--- src/rtl/keypad_scanner_4x4.sv ---
// 4x4 matrix keypad scanner: column drive, 2-flop row synchronizer, press/release debounce.
// Optional auto-repeat while a key is held: define KEY_REPEAT_EN.
module keypad_scanner_4x4 #(
  parameter int DEBOUNCE_TICKS = 4,
  parameter int REPEAT_TICKS   = 32
) (
  input  logic       CLK,
  input  logic       Reset,
  input  logic       ScanEnable,
  input  logic [3:0] Rows,
  output logic [3:0] Cols,
  output logic [3:0] KeyCode,
  output logic       KeyValid,
  output logic       KeyHeld
);

  if (DEBOUNCE_TICKS < 2 || DEBOUNCE_TICKS > 15) begin : g_db_range
    $error("DEBOUNCE_TICKS out of range 2..15");
  end
  if (REPEAT_TICKS < 2 || REPEAT_TICKS > 255) begin : g_rpt_range
    $error("REPEAT_TICKS out of range 2..255");
  end

  localparam logic [3:0] DB_LAST = 4'(DEBOUNCE_TICKS - 1);

  typedef enum logic [1:0] {SCAN, PRESS_DB, HOLD, REL_DB} state_t;

  state_t     state, state_nxt;
  logic [3:0] rows_meta, rows_sync;
  logic [3:0] cap_pat, cap_pat_nxt;
  logic [1:0] cap_row, cap_row_nxt;
  logic [1:0] col_idx, col_nxt;
  logic [1:0] row_idx;
  logic [3:0] cnt, cnt_nxt;
  logic       active, all_high;
  logic       accept, release_done, repeat_hit;
  logic [3:0] cols_nxt, code_nxt;
  logic       valid_nxt, held_nxt;

  assign all_high = &rows_sync;
  assign active   = ~all_high;

  // Lowest-index low row wins when several rows are pulled down.
  always_comb begin
    row_idx = 2'd0;
    for (int i = 3; i >= 0; i--)
      if (!rows_sync[i]) row_idx = 2'(i);
  end

  // State register and registered outputs
  always_ff @(posedge CLK or negedge Reset) begin
    if (!Reset) begin
      rows_meta <= 4'hF;
      rows_sync <= 4'hF;
      state     <= SCAN;
      col_idx   <= 2'd0;
      cnt       <= 4'd0;
      cap_pat   <= 4'hF;
      cap_row   <= 2'd0;
      Cols      <= 4'b1110;
      KeyCode   <= 4'd0;
      KeyValid  <= 1'b0;
      KeyHeld   <= 1'b0;
    end else begin
      rows_meta <= Rows;
      rows_sync <= rows_meta;
      state     <= state_nxt;
      col_idx   <= col_nxt;
      cnt       <= cnt_nxt;
      cap_pat   <= cap_pat_nxt;
      cap_row   <= cap_row_nxt;
      Cols      <= cols_nxt;
      KeyCode   <= code_nxt;
      KeyValid  <= valid_nxt;
      KeyHeld   <= held_nxt;
    end
  end

  // Next-state logic; every decision is gated by a scan tick.
  always_comb begin
    state_nxt    = state;
    col_nxt      = col_idx;
    cnt_nxt      = cnt;
    cap_pat_nxt  = cap_pat;
    cap_row_nxt  = cap_row;
    accept       = 1'b0;
    release_done = 1'b0;
    if (ScanEnable) begin
      case (state)
        SCAN: begin
          if (active) begin
            cap_pat_nxt = rows_sync;
            cap_row_nxt = row_idx;
            cnt_nxt     = 4'd1;
            state_nxt   = PRESS_DB;
          end else begin
            col_nxt = col_idx + 2'd1;
          end
        end
        PRESS_DB: begin
          // cap_pat always has a low bit, so all-high also lands in the mismatch branch.
          if (rows_sync == cap_pat) begin
            if (cnt == DB_LAST) begin
              accept    = 1'b1;
              cnt_nxt   = 4'd0;
              state_nxt = HOLD;
            end else begin
              cnt_nxt = cnt + 4'd1;
            end
          end else begin
            cnt_nxt   = 4'd0;
            state_nxt = SCAN;
          end
        end
        HOLD: begin
          if (all_high) begin
            cnt_nxt   = 4'd1;
            state_nxt = REL_DB;
          end
        end
        REL_DB: begin
          if (all_high) begin
            if (cnt == DB_LAST) begin
              release_done = 1'b1;
              cnt_nxt      = 4'd0;
              col_nxt      = col_idx + 2'd1;
              state_nxt    = SCAN;
            end else begin
              cnt_nxt = cnt + 4'd1;
            end
          end else begin
            cnt_nxt   = 4'd0;
            state_nxt = HOLD;
          end
        end
        default: state_nxt = SCAN;
      endcase
    end
  end

  // Output next-values
  always_comb begin
    cols_nxt  = ~(4'b0001 << col_nxt);
    code_nxt  = accept ? {cap_row, col_idx} : KeyCode;
    valid_nxt = accept | repeat_hit;
    held_nxt  = KeyHeld;
    if (accept)            held_nxt = 1'b1;
    else if (release_done) held_nxt = 1'b0;
  end

`ifdef KEY_REPEAT_EN
  localparam logic [7:0] RPT_LAST = 8'(REPEAT_TICKS - 1);
  logic [7:0] rep_cnt;
  logic       stay_hold;

  assign stay_hold  = (state == HOLD) && (state_nxt == HOLD);
  assign repeat_hit = stay_hold && ScanEnable && (rep_cnt == RPT_LAST);

  // Counts only ticks spent in HOLD; any exit, including a bounce through REL_DB, restarts it.
  always_ff @(posedge CLK or negedge Reset) begin
    if (!Reset)                       rep_cnt <= 8'd0;
    else if (!stay_hold)              rep_cnt <= 8'd0;
    else if (ScanEnable) begin
      if (rep_cnt == RPT_LAST)        rep_cnt <= 8'd0;
      else                            rep_cnt <= rep_cnt + 8'd1;
    end
  end
`else
  assign repeat_hit = 1'b0;
`endif

endmodule

--- config.mk ---
export PLATFORM = sky130hd
export DESIGN_NAME = keypad_scanner_4x4
export DESIGN_NICKNAME = d
export VERILOG_FILES = /design/src/rtl/keypad_scanner_4x4.sv
export SDC_FILE = /design/constraint.sdc
export NUM_CORES = 1
export LEC_CHECK = 0
export CAP_MARGIN = 10
export CORE_MARGIN = 2
export CORE_UTILIZATION = 45
export CTS_CLUSTER_SIZE = 10
export DETAILED_ROUTE_END_ITERATION = 16
export GPL_ROUTABILITY_DRIVEN = 0
export GPL_TIMING_DRIVEN = 0
export PLACE_DENSITY = 0.67
export SLEW_MARGIN = 40
export SYNTH_ARGS = -nofsm -noshare
export SYNTH_HDL_FRONTEND = slang
export SYNTH_SLANG_ARGS = --single-unit
--- constraint.sdc ---
create_clock -name CLK -period 2.1 [get_ports CLK]
set_input_delay 0.42 -clock CLK [delete_from_list [all_inputs] [get_ports CLK]]
set_output_delay 0.42 -clock CLK [all_outputs]
set_load 0.05 [all_outputs]
==> results.cfg <==
[timing]
final.hold.worst_slack_ns = 0.1226
final.period_utilization = 0.9203
setup_violations = 0
final.setup.tns_ns = 0
timing_hold_violations_final = 0
unrepaired_setup_endpoints_after_global_routing = false
post-route-worst-setup-slack_ns = 0.1673
skew_ns = 0.007087
worst-slew-pin-transition_ns = 0.6795
period_minus_slack_ns = 1.933
timing_max_transition_violations_final = 0
slew-limit-headroom = 0.5470
fmaxAchievable_mhz = 517.4

[logic_synthesis]
post_synth.cell_area_avg_um2 = 13.08
most_used_standard_cells_in_the_synthesized_netlist = dfrtp_1, dfstp_2, mux2_2
post-synth-top-count-cell = dfrtp_1
synth_nets = 123
synth_async_sr_flop_share = 1.000
number_of_flops_mapped_to_enable_cells_by_yosys = 0
synth-seq-cells = 32
synth.top_cell.area_share = 0.2931
dominantRegCellSynth = dfrtp_1
netlist.top_cell.by_area = dfrtp_1
synth.yosys.seq_area_share = 0.5647
yosys-top-cells-area = dfrtp_1, dfstp_2, mux2_2, ha_1, nand2b_1
ys_warn_count = 0
synthesis.area_um2 = 1451
synthDistinctLibCells = 40
syn_inst = 111

[critical_path]
timing.critical_path.from_type = register
timing.rr.start = state[1]
critical_path.cell_chain = inv_1 > ha_1 > or3b_1 > o21a_1 > o221a_2 > or2_1
worstPathRequired_ns = 2.32
timing.critical_path.to_type = register
cp_data_arrival_time_ns = 2.15
critical_path.max_fanout = 5
crit_slowest_cell = dfrtp_1
slowest_stage_delay_on_critical_path_ns = 0.41
worst-setup-path-type = reg2reg
critPathLaunch = state[1]

[route]
route.vias.total = 930
drtPass1Iterations = 4
final_antenna_net_count = 0
detail_route.iter0.violations = 45
route.final.wire_length_um = 2324
drc_errors = 0
avgViaCountPerCell = 5.196
drt-wirelength-per-cell_um = 12.98

[grt]
globalRouteOverflowTotal = 0
grt_pass1_vias = 924
met2_track_utilization_from_global_routing = 0.2458
number_of_antenna_violations_at_the_first_check_in_global_routing = 0
groute.layer.met1.usage = 0.1793
grtUsageTotal = 0.1521
wire_length_of_the_first_global_routing_pass_um = 4029
gr-usage-met3 = 0.05970
largest_net_degree_at_the_start_of_global_routing = 33
top_usage_layer_grt = met2

[finish]
area_delta_synth_final_pct = 19.31
fin_util = 0.5672
final_cell_area_um2 = 1732
diodes = 0
design.final.nets = 146
layout.cells.non_filler = 179
drive_above_1_share = 0.3259

[floorplanning]
placeable_core_region_um2 = 3053
rows = 20
top_level_ports = 17
chipWidth_um = 60.79
floorplan.die_area_um2 = 3695
dieHeight_um = 60.79
initial_utilization = 0.4754

[clock_tree]
clock_tree.root_cell = clkbuf_4
clkSlewWorstSetupHoldPaths_ns = 0.10
clock_tree_sinks = 32
cts_resized = 0
cts_buffers = 5
deepest_clock_path_buffer_count = 2
cts_tree = done
cts_setup_buffers = 0
clock_insertion_delay_worst_skew_ns = 0.32
number_of_hold_buffers_added_after_cts = 0
htree_num_levels = 2

[power]
leak_nw = 0.7149
power_total_mw = 1.695
clock_power_share = 0.215
sw_frac_of_total = 0.3238
power_density_nw_per_um2 = 978.9
irDropWorstVdd_uv = 529.8
p_comb_frac = 0.299
internal-power_mw = 1.146
switchingPower_uw = 548.8
seq_pwr_share = 0.487

[place]
detailed_place.area_um2 = 1662
post-place-ws_ns = -0.1093
dp.cells = 171
hpwl_um = 1684
io_buffer_count = 16

[hold_path]
hold_crit_path_type = in2async

[status]
status = complete, no violations

[job]
drv.max_cap_violation_count = 0
## area by class of cell
| class | count | area (um^2) |
|---|---|---|
| fill | 290 | 1321 |
| clock buffer | 7 | 55.05 |
| clock inverter | 1 | 7.507 |
| tap | 44 | 55.05 |
| inverter | 4 | 15.01 |
| timing repair buffer | 16 | 162.7 |
| sequential | 32 | 819.5 |
| buffer | 1 | 3.754 |
| multi-input combinational | 74 | 613.1 |
## routing by layer
layer  wire [um]  up-vias
li1            -      445
met1        1002      456
met2        1143       23
met3         128        6
met4          50        0
met5           0        -
## registers in the layout (all words and copies together) (netlist names)
signal and count:
rows_sync 4, KeyCode 4, cap_pat 4, cnt 4, state 2, KeyHeld 1
rows_meta 4, Cols 4, col_idx 2, KeyValid 1, cap_row 2
## power groups by stage
stage	clock, mW	sequential (mW)	combinational, mW
after floorplan	0	0.847	0.381
after global placement	0	0.834	0.496
after detailed placement	0	0.839	0.511
after CTS	0.384	0.827	0.513
after global routing	0.402	0.845	0.567
final	0.364	0.825	0.506
## critical path: cells and delay by family (launching register included)
family          cells  cell delay, ns
simple gates        2            0.62
flops               1            0.41
compound gates      2            0.41
fa+ha+maj           1            0.30
buf+inv             1            0.08
## path summary, 6_finish.rpt
path	to	slack, ns	depth (start not counted)
worst max-delay path	Cols[0]	0.17	6
worst min-delay path	state[1]	0.12	1
worst max register to register	Cols[0]	0.17	6
worst min register to register	rows_sync[3]	0.36	0
max in group asynchronous	KeyValid	1.54	1
min in group CLK	rows_sync[3]	0.36	0
## cells by family (layout without fill, tap and decap cells)
logic type	after synthesis	after routing	share of synthesized area
AOI/OAI and AO/OA	20	20	0.1026
xor gates and xnor gates	4	4	0.02414
adders and majority gates	5	5	0.04310
buffers and inverters	5	29	0.01293
DFF	32	32	0.5647
muxes	11	11	0.08707
and+or+nand+nor	34	34	0.1655
## cells in the final DEF, fill, tap and decap left out, types with 2 or more instances in the layout
master	n
o21a_1	2
dfrtp_1	17
nand2b_1	5
nor2_1	5
xor2_1	3
a21oi_1	5
nand3_1	3
o21ai_0	4
mux2_2	9
clkbuf_1	2
ha_1	5
dlymetal6s2s_1	3
nor3b_2	2
nand2_1	6
clkbuf_4	5
inv_1	4
dfstp_2	15
clkdlybuf4s50_1	12
(Power assumes the default switching activity.)
